### config.mk
export PLATFORM = sky130hd
export DESIGN_NAME = gbe_txs_frame_reader
export DESIGN_NICKNAME = d
export VERILOG_FILES = /design/src/rtl/gbe_txs_pkg.sv /design/src/rtl/gbe_txs_skid_fifo.sv /design/src/rtl/gbe_txs_frame_reader.sv
export SDC_FILE = /design/constraint.sdc
export NUM_CORES = 1
export LEC_CHECK = 0
export CORE_ASPECT_RATIO = 0.6
export CORE_MARGIN = 10
export CORE_UTILIZATION = 35
export DETAILED_ROUTE_END_ITERATION = 7
export PLACE_DENSITY_LB_ADDON = 0.15
export SKIP_LAST_GASP = 1
export SYNTH_ARGS = -nofsm -noshare
export SYNTH_HDL_FRONTEND = slang
export SYNTH_SLANG_ARGS = --single-unit
### constraint.sdc
create_clock -name clk -period 23.7 [get_ports clk]
set_input_delay 7.11 -clock clk [delete_from_list [all_inputs] [get_ports clk]]
set_output_delay 7.11 -clock clk [all_outputs]
set_load 0.01 [all_outputs]
### src/rtl/gbe_txs_pkg.sv
// Shared types and helpers for the 10GbE software TX buffer read path.
package gbe_txs_pkg;

    localparam int GBE_AW = 13;
    localparam int GBE_DW = 128;
    localparam int GBE_KW = GBE_DW / 8;

    typedef enum logic [1:0] {
        ST_IDLE,
        ST_READ,
        ST_DRAIN
    } state_t;

    // A last-word byte count of 0 means the final word is completely full.
    function automatic logic [GBE_KW-1:0] keep_from_last_bytes(input logic [3:0] last_bytes);
        logic [GBE_KW-1:0] keep;
        if (last_bytes == 4'd0) begin
            keep = '1;
        end else begin
            keep = (GBE_KW'(1) << last_bytes) - GBE_KW'(1);
        end
        return keep;
    endfunction

endpackage

### src/rtl/gbe_txs_skid_fifo.sv
// Small synchronous FIFO holding {last, data} beats between the BRAM and the TX stream.
module gbe_txs_skid_fifo
    import gbe_txs_pkg::*;
#(
    parameter int DEPTH = 2,
    parameter int W     = GBE_DW + 1,
    parameter int CW    = $clog2(DEPTH + 1)
) (
    input  logic          clk,
    input  logic          rst_n,
    input  logic          push,
    input  logic [W-1:0]  push_data,
    input  logic          pop,
    output logic [W-1:0]  pop_data,
    output logic [CW-1:0] count
);

    localparam int PW = (DEPTH > 1) ? $clog2(DEPTH) : 1;

    logic [W-1:0]  mem [DEPTH];
    logic [PW-1:0] wr_ptr;
    logic [PW-1:0] rd_ptr;
    logic          full;
    logic          do_push;
    logic          do_pop;

    assign full     = (count == CW'(DEPTH));
    assign do_pop   = pop && (count != '0);
    assign do_push  = push && (!full || do_pop);
    assign pop_data = mem[rd_ptr];

    always_ff @(posedge clk) begin
        if (!rst_n) begin
            wr_ptr <= '0;
            rd_ptr <= '0;
            count  <= '0;
        end else begin
            if (do_push) begin
                wr_ptr <= (wr_ptr == PW'(DEPTH - 1)) ? '0 : wr_ptr + 1'b1;
            end
            if (do_pop) begin
                rd_ptr <= (rd_ptr == PW'(DEPTH - 1)) ? '0 : rd_ptr + 1'b1;
            end
            case ({do_push, do_pop})
                2'b10:   count <= count + 1'b1;
                2'b01:   count <= count - 1'b1;
                default: count <= count;
            endcase
        end
    end

    always_ff @(posedge clk) begin
        if (do_push) begin
            mem[wr_ptr] <= push_data;
        end
    end

endmodule

### src/rtl/gbe_txs_frame_reader.sv
// Reads one frame from the TX buffer BRAM port A per send command and streams it to the MAC FIFO.
module gbe_txs_frame_reader
    import gbe_txs_pkg::*;
#(
    parameter int AW         = GBE_AW,
    parameter int DW         = GBE_DW,
    parameter int KW         = GBE_KW,
    parameter int SKID_DEPTH = 2
) (
    input  logic          clk,
    input  logic          rst_n,
    input  logic          cmd_valid,
    output logic          cmd_ready,
    input  logic [AW-1:0] cmd_start_addr,
    input  logic [AW-1:0] cmd_len_words,
    input  logic [3:0]    cmd_last_bytes,
    output logic          bram_en_a,
    output logic          bram_we,
    output logic [AW-1:0] bram_addr,
    input  logic [DW-1:0] bram_rd_data,
    output logic [DW-1:0] bram_wr_data,
    output logic [DW-1:0] tx_data,
    output logic [KW-1:0] tx_keep,
    output logic          tx_valid,
    output logic          tx_eof,
    input  logic          tx_ready,
    output logic          frame_done,
    output logic [31:0]   frames_sent
);

    localparam int CW = $clog2(SKID_DEPTH + 1);
    localparam int OW = CW + 1;

    state_t        state;
    state_t        state_nxt;
    logic [AW-1:0] addr_q;
    logic [AW-1:0] rem_q;
    logic [3:0]    last_bytes_q;
    logic          inflight_q;
    logic          inflight_last_q;
    logic          done_q;
    logic [31:0]   frames_q;

    logic          cmd_fire;
    logic          pop;
    logic          eof_retire;
    logic          last_issue;
    logic [DW:0]   head;
    logic          head_last;
    logic [DW-1:0] head_data;
    logic [CW-1:0] skid_count;
    logic [OW-1:0] occupancy;

    gbe_txs_skid_fifo #(
        .DEPTH (SKID_DEPTH),
        .W     (DW + 1),
        .CW    (CW)
    ) u_skid (
        .clk       (clk),
        .rst_n     (rst_n),
        .push      (inflight_q),
        .push_data ({inflight_last_q, bram_rd_data}),
        .pop       (pop),
        .pop_data  (head),
        .count     (skid_count)
    );

    assign head_last  = head[DW];
    assign head_data  = head[DW-1:0];
    assign cmd_ready  = (state == ST_IDLE) && rst_n;
    assign cmd_fire   = cmd_valid && cmd_ready;
    assign tx_valid   = (skid_count != '0);
    assign pop        = tx_valid && tx_ready;
    assign eof_retire = pop && head_last;
    assign last_issue = (rem_q == AW'(1));

    // Counting the beat retiring this cycle as free lets a read refill it at once,
    // which sustains one beat per cycle with only two skid entries.
    assign occupancy  = OW'(skid_count) + OW'(inflight_q) - OW'(pop);

    always_comb begin
        state_nxt = state;
        bram_en_a = 1'b0;
        case (state)
            ST_IDLE: begin
                if (cmd_fire && (cmd_len_words != '0)) begin
                    state_nxt = ST_READ;
                end
            end
            ST_READ: begin
                if (occupancy < OW'(SKID_DEPTH)) begin
                    bram_en_a = 1'b1;
                    if (last_issue) begin
                        state_nxt = ST_DRAIN;
                    end
                end
            end
            ST_DRAIN: begin
                if (eof_retire) begin
                    state_nxt = ST_IDLE;
                end
            end
            default: state_nxt = ST_IDLE;
        endcase
    end

    always_ff @(posedge clk) begin
        if (!rst_n) begin
            state           <= ST_IDLE;
            addr_q          <= '0;
            rem_q           <= '0;
            last_bytes_q    <= '0;
            inflight_q      <= 1'b0;
            inflight_last_q <= 1'b0;
            done_q          <= 1'b0;
            frames_q        <= '0;
        end else begin
            state           <= state_nxt;
            inflight_q      <= bram_en_a;
            inflight_last_q <= bram_en_a && last_issue;
            done_q          <= 1'b0;
            if (cmd_fire) begin
                addr_q       <= cmd_start_addr;
                rem_q        <= cmd_len_words;
                last_bytes_q <= cmd_last_bytes;
                if (cmd_len_words == '0) begin
                    done_q <= 1'b1;
                end
            end
            if (bram_en_a) begin
                addr_q <= addr_q + 1'b1;
                rem_q  <= rem_q - 1'b1;
            end
            if (eof_retire) begin
                done_q   <= 1'b1;
                frames_q <= frames_q + 32'd1;
            end
        end
    end

    always_comb begin
        tx_data = '0;
        tx_keep = '0;
        tx_eof  = 1'b0;
        if (tx_valid) begin
            tx_data = head_data;
            tx_eof  = head_last;
            tx_keep = head_last ? KW'(keep_from_last_bytes(last_bytes_q)) : '1;
        end
    end

    assign bram_addr    = addr_q;
    assign bram_we      = 1'b0;
    assign bram_wr_data = '0;
    assign frame_done   = done_q;
    assign frames_sent  = frames_q;

endmodule

==> results.sh, run 1 <==
export IMPL_outcome="completed"
export IMPL_drive_gt1_frac=0.04713
export IMPL_crit_family="buffers and inverters"
export IMPL_critPathMaxStageDelay_ps=640
export IMPL_insertion_delay_ps=510
export IMPL_setup_viol=0
export IMPL_hold_buffers=0
export IMPL_dr_total_vias=10075
export IMPL_grt_total_usage=0.1606
export IMPL_tritoncts="yes"
export IMPL_layout_min_cycle_time_ps=18140
export IMPL_finalCritPeriodShare=0.7653
export IMPL_synth_top_area_share=0.5293
export IMPL_die_y_um=178.4
export IMPL_ys_ff_latch=330
export IMPL_cap_violations=0
export IMPL_power_density_nw_per_um2=71.96
export IMPL_total_power_mw=1.399
export IMPL_synth_largest_area_cell="edfxtp_1"
export IMPL_die_area_um2=50670
export IMPL_place_congestion=0.8409
export IMPL_slew_headroom=0.1987
export IMPL_cp_arrival_ps=11030
export IMPL_drv_slew=0
export IMPL_worst_path_max_fanout=12
export IMPL_ant_nets=0
export IMPL_overflow=0
export IMPL_syn_area_um2=14640
export IMPL_syn_to_final_growth_pct=32.79
export IMPL_cp_end_kind="primary output"
export IMPL_clk_pin_slew_ps=60
export IMPL_clk_path_buf_depth=3
export IMPL_synth_area_per_cell_um2=12.31
export IMPL_cts_buffers=34
export IMPL_place_area_um2=18270
export IMPL_tightest_slew_ps=1202
export IMPL_first_pass_iters=5
export IMPL_route_detailed_drc=0
export IMPL_num_antenna_cells=0
export IMPL_critical_path_depth=10
export IMPL_htree_levels=2
export IMPL_synth_edf_count=258
export IMPL_yosysUniqueCellTypes=63
export IMPL_instances_no_fill=2109
export IMPL_hold_viol=0
export IMPL_synth_seq_area_share=0.6278
export IMPL_reg2regPathDepth=10
export IMPL_grt_max_degree=88
export IMPL_post_drt_wl_per_cell_um=20.46
export IMPL_slowest_stage="clkdlybuf4s50_1"
export IMPL_worstPathCellList="clkdlybuf4s50_1 -> o21ai_1 -> inv_1 -> ha_1 -> nor2b_1 -> fa_1 -> nor3b_2 -> nand2_1 -> inv_1 -> clkdlybuf4s50_1"
export IMPL_peakVddDrop_mv=0.05514
export IMPL_clock_root_buffer="clkbuf_16"
export IMPL_grt_pass1_vias=10100
export IMPL_antenna_found_initial=2
export IMPL_hold_depth=0
export IMPL_critPathRequiredTime_ps=16590
export IMPL_synthCells=1189
export IMPL_path_buf_inv=4
export IMPL_synth_area_leaders="edfxtp_1 (53%), dfxtp_1 (9.8%), mux2i_1 (9.0%)"
export IMPL_post_cts_setup_buffer_count=0
export IMPL_path_class="input pin to primary output"
export IMPL_initial_core_util=0.3582
export IMPL_cts_resized_gates=0
export IMPL_drt_iter0_drc=658
export IMPL_port_buffers=355
export IMPL_pin_count=485
export IMPL_ys_dominant_reg_cell="edfxtp_1"
export IMPL_nets=1695
export IMPL_tns_ps=0
export IMPL_die_x_um=284.0
export IMPL_skew_ps=17.14
export IMPL_design_area_um2=19440
export IMPL_num_rows=57
export IMPL_utilization=0.4756
export IMPL_synthArstFlopShare=0
export IMPL_yosys_warnings=0
export IMPL_core_area_um2=40870
export IMPL_vias_per_cell=4.777
export IMPL_dp_hpwl_um=30770
export IMPL_rsz0062_at_grt="false"
export IMPL_wirelength_um=43150
export IMPL_grt_pass1_wl_um=63660
export IMPL_power_leakage_nw=6.377
export IMPL_startpoint_type="input pin"
export IMPL_fmax_ghz=0.05513
export IMPL_place_inst=2050
export IMPL_clock_sinks=330
export IMPL_min_path_type="flop to flop"
synth_stat cells, drive strengths merged (10+ instances only):
library cell	n
nor2	160
buf	147
or4	19
mux2i	132
clkbuf	46
a31oi	11
o31ai	14
nand3	27
nor3	10
nor4	11
or3	20
a21oi	58
nand2	48
nand4	15
edfxtp	258
dfxtp	72
o21ai	22
inv	18
registers in the layout (all words and copies together), names as in the netlist, named ones only:
name and flops:
bram_addr 13, frame_done 1, frames_sent 32, inflight_last_q 1
inflight_q 1, last_bytes_q 4, rem_q 13, state 2
u_skid.count 2, u_skid.mem 258, u_skid.rd_ptr 1, u_skid.wr_ptr 1
path summary, 6_finish.rpt:
| check | from | endpoint | slack, ps |
|---|---|---|---|
| worst min register to register | inflight_last_q | u_skid.mem[0][128] | 430 |
| worst max register to register | u_skid.count[1] | bram_addr[12] | 19820 |
| worst max-delay path | tx_ready | bram_en_a | 5560 |
| worst min-delay path | inflight_last_q | u_skid.mem[0][128] | 430 |
area by class of cell:
cell class	count	area [µm²]
flip-flops and latches	330	9193
inverters	18	67.56
multi-input cells	776	4671
clock inverters	16	210.2
clock buffers	43	958.4
fillers	3680	21430
well taps	560	700.7
repair buffers	366	3636
kinds of logic after synthesis:
logic type | count (synthesis) | share of synthesized area
simple gates | 344 | 0.1133
flops | 330 | 0.6278
buf+inv | 211 | 0.08848
compound gates | 152 | 0.06608
mux | 133 | 0.09104
xor+xnor | 11 | 0.006583
fa+ha+maj | 7 | 0.006497
other cells | 1 | 0.0002562
through the flow:
stage | setup slack [ps] | hold slack [ps]
floorplan | 7415 | 403.7
global placement | 5806 | 409.5
detailed placement | 5607 | 422.0
CTS | 5587 | 437.7
global route | 5268 | 445.8
finish | 5562 | 434.1
power breakdown:
group	leakage [nW]	internal [mW]	total [mW]	switching (mW)
combinational	2.87	0.0808	0.178	0.0967
sequential	2.93	0.647	0.660	0.0129
clock	0.577	0.341	0.561	0.219
placed cells by master, fill, tap and decap left out, types with 9 or more instances in the layout:
cell type        instances
or4_1                   19
inv_1                   17
clkdlybuf4s50_1        355
o21ai_0                 21
nor3_1                  10
or3_1                   20
mux2i_1                132
nor2_1                 157
clkbuf_16               37
dfxtp_1                 71
nand3_1                 27
xnor2_1                  9
a21oi_1                 58
edfxtp_1               258
nor4_1                  11
buf_4                   11
nand2_1                 48
nand4_1                 15
o31ai_1                 14
conb_1                 129
a31oi_1                 11
layer usage:
metal | track usage | wire, µm
met4 | 0.02944 | 609
met3 | 0.04994 | 3169
met5 | 0 | 34
met2 | 0.2693 | 21050
met1 | 0.2041 | 18290
Note: power is estimated with default switching activity, not from simulation.
==> run 2, diff against run 1 <==
Clock period 23.7 ns to 17.4 ns, I/O delays scaled along.
==> run 2 against run 1 <==
  * Routed wire length grew 0.35%
  * Sequential share of layout area increased by 0.13 points
  * Critical path depth is the same
  * Design area shrank 0.26%
  * Die area unchanged
  * Utilization decreased by 0.13 points
  * Sequential power grew 36%
  * Clock-buffer cell count rose by 5
  * Clock power rose by 31%
  * Cell count up 0.19%
  * Critical endpoint unchanged
  * Highest routed layer unchanged
==> results.sh, run 2 (synthesized netlist as in run 1, its figures left out) <==
export IMPL_power_switching_mw=0.4495
export IMPL_hold_buffers=0
export IMPL_num_rows=57
export IMPL_outcome="completed"
export IMPL_power_density_nw_per_um2=96.74
export IMPL_reg2regPathDepth=10
export IMPL_tightest_slew_ps=1362
export IMPL_dp_hpwl_um=31070
export IMPL_antenna_found_initial=3
export IMPL_insertion_delay_ps=510
export IMPL_worst_path_max_fanout=12
export IMPL_instances_no_fill=2113
export IMPL_worstPathCellList="clkdlybuf4s50_1 -> o21ai_1 -> inv_1 -> ha_1 -> nor2b_1 -> fa_1 -> nor3b_2 -> nand2_1 -> inv_1 -> clkdlybuf4s50_1"
export IMPL_die_x_um=284.0
export IMPL_clk_pin_slew_ps=60
export IMPL_clk_path_buf_depth=3
export IMPL_cp_arrival_ps=9040
export IMPL_cap_violations=0
export IMPL_startpoint_type="input pin"
export IMPL_layout_commonest_cell="clkdlybuf4s50_1"
export IMPL_cts_resized_gates=0
export IMPL_worst_slack_ps=3138
export IMPL_clock_sinks=330
export IMPL_fin_hold_ws_ps=436.8
export IMPL_top_register="u_skid.mem"
export IMPL_initial_core_util=0.3582
export IMPL_drt_iter0_drc=650
export IMPL_die_area_um2=50670
export IMPL_cp_end_kind="primary output"
export IMPL_peakVddDrop_mv=0.07031
export IMPL_r2r_end="rem_q[10]"
export IMPL_slew_headroom=0.09169
export IMPL_critPathRequiredTime_ps=12180
export IMPL_route_detailed_drc=0
export IMPL_htree_levels=2
export IMPL_total_power_mw=1.875
export IMPL_pin_count=485
export IMPL_min_path_type="flop to flop"
export IMPL_core_area_um2=40870
export IMPL_rsz0062_at_grt="false"
export IMPL_skew_ps=20.63
export IMPL_final_cell_mix="clkdlybuf4s50_1 (355), edfxtp_1 (258), nor2_1 (157), mux2i_1 (132), conb_1 (129)"
export IMPL_syn_to_final_growth_pct=32.44
export IMPL_tritoncts="yes"
export IMPL_power_leakage_nw=6.339
export IMPL_grt_total_usage=0.1618
export IMPL_cts_buffers=35
export IMPL_p_int_mw=1.426
export IMPL_post_drt_wl_per_cell_um=20.50
export IMPL_num_antenna_cells=0
export IMPL_dr_total_vias=10016
export IMPL_vias_per_cell=4.740
export IMPL_clock_root_buffer="clkbuf_16"
export IMPL_grt_pass1_wl_um=63840
export IMPL_dpl_worst_slack_ps=3141
export IMPL_wirelength_um=43310
export IMPL_combPwrFrac=0.129
export IMPL_post_cts_setup_buffer_count=0
export IMPL_place_congestion=0.8487
export IMPL_port_buffers=355
export IMPL_drv_slew=0
export IMPL_hold_viol=0
export IMPL_grt_max_degree=87
export IMPL_holdPathEnd="u_skid.mem[0][128]"
export IMPL_setup_viol=0
export IMPL_layout_min_cycle_time_ps=14260
export IMPL_min_from="inflight_last_q"
export IMPL_share_seq_of_total_power=0.480
export IMPL_die_y_um=178.4
export IMPL_largest_reg_flops=258
export IMPL_fmax_ghz=0.07011
export IMPL_slowest_stage="clkdlybuf4s50_1"
export IMPL_nets=1697
export IMPL_path_class="input pin to primary output"
export IMPL_first_pass_iters=5
export IMPL_nFillCells=3714
export IMPL_place_inst=2051
export IMPL_drive_gt1_frac=0.04314
export IMPL_overflow=0
export IMPL_switching_share=0.2397
export IMPL_tns_ps=0
export IMPL_ant_nets=0
export IMPL_grt_pass1_vias=10183
export IMPL_clockPowerShare=0.391
export IMPL_critPathMaxStageDelay_ps=640
export IMPL_finalCritPeriodShare=0.8197
export IMPL_worstReg2RegStart="u_skid.count[1]"
export IMPL_rrSetupSlack_ps=13650
export IMPL_hold_depth=0
==> run 2: worst max-delay path by stage <==
stage / from / endpoint
after global placement: tx_ready / bram_en_a
after CTS: tx_ready / bram_en_a
final: tx_ready / bram_en_a
after global routing: tx_ready / bram_en_a
after floorplan: tx_ready / bram_en_a
after detailed placement: tx_ready / bram_en_a
==> run 2: worst max-delay path, delay by kind of cell <==
family	cells	cell delay (ps)
simple gates	3	1030
compound gates	1	360
fa+ha+maj	2	760
buf+inv	4	1660
==> run 2: power groups by stage <==
stage	Sequential [mW]	Clock (mW)	Combinational, mW
CTS	0.899	0.760	0.244
finish	0.900	0.733	0.243
detailed placement	0.916	0	0.243
global route	0.902	0.796	0.265
floorplan	0.914	0	0.143
global placement	0.915	0	0.240
==> run 2: area by class of cell <==
cell class                      count  area [µm²]  share of cell area
Sequential cell                   330        9193              0.4742
Multi-Input combinational cell    776        4671              0.2409
Timing Repair Buffer              367        3643              0.1880
Clock buffer                       48       967.2             0.04989
Tap cell                          560       700.7             0.03615
Clock inverter                     14       142.6            0.007358
Inverter                           18       67.56            0.003485
==> run 2: stage by stage <==
step,utilization,instance area (µm²)
after floorplan,-,15120
after global placement,0.4472,18280
after detailed placement,0.4472,18280
after CTS,0.4744,19380
after global routing,0.4744,19380
final,0.4744,19380
==> run 2: layer usage <==
metal,track usage,wire length [µm],vias up
met5,0,47,-
met3,0.04879,2977,57
li1,-,-,4802
met4,0.03076,635,6
met2,0.2750,21280,290
met1,0.2033,18370,4861
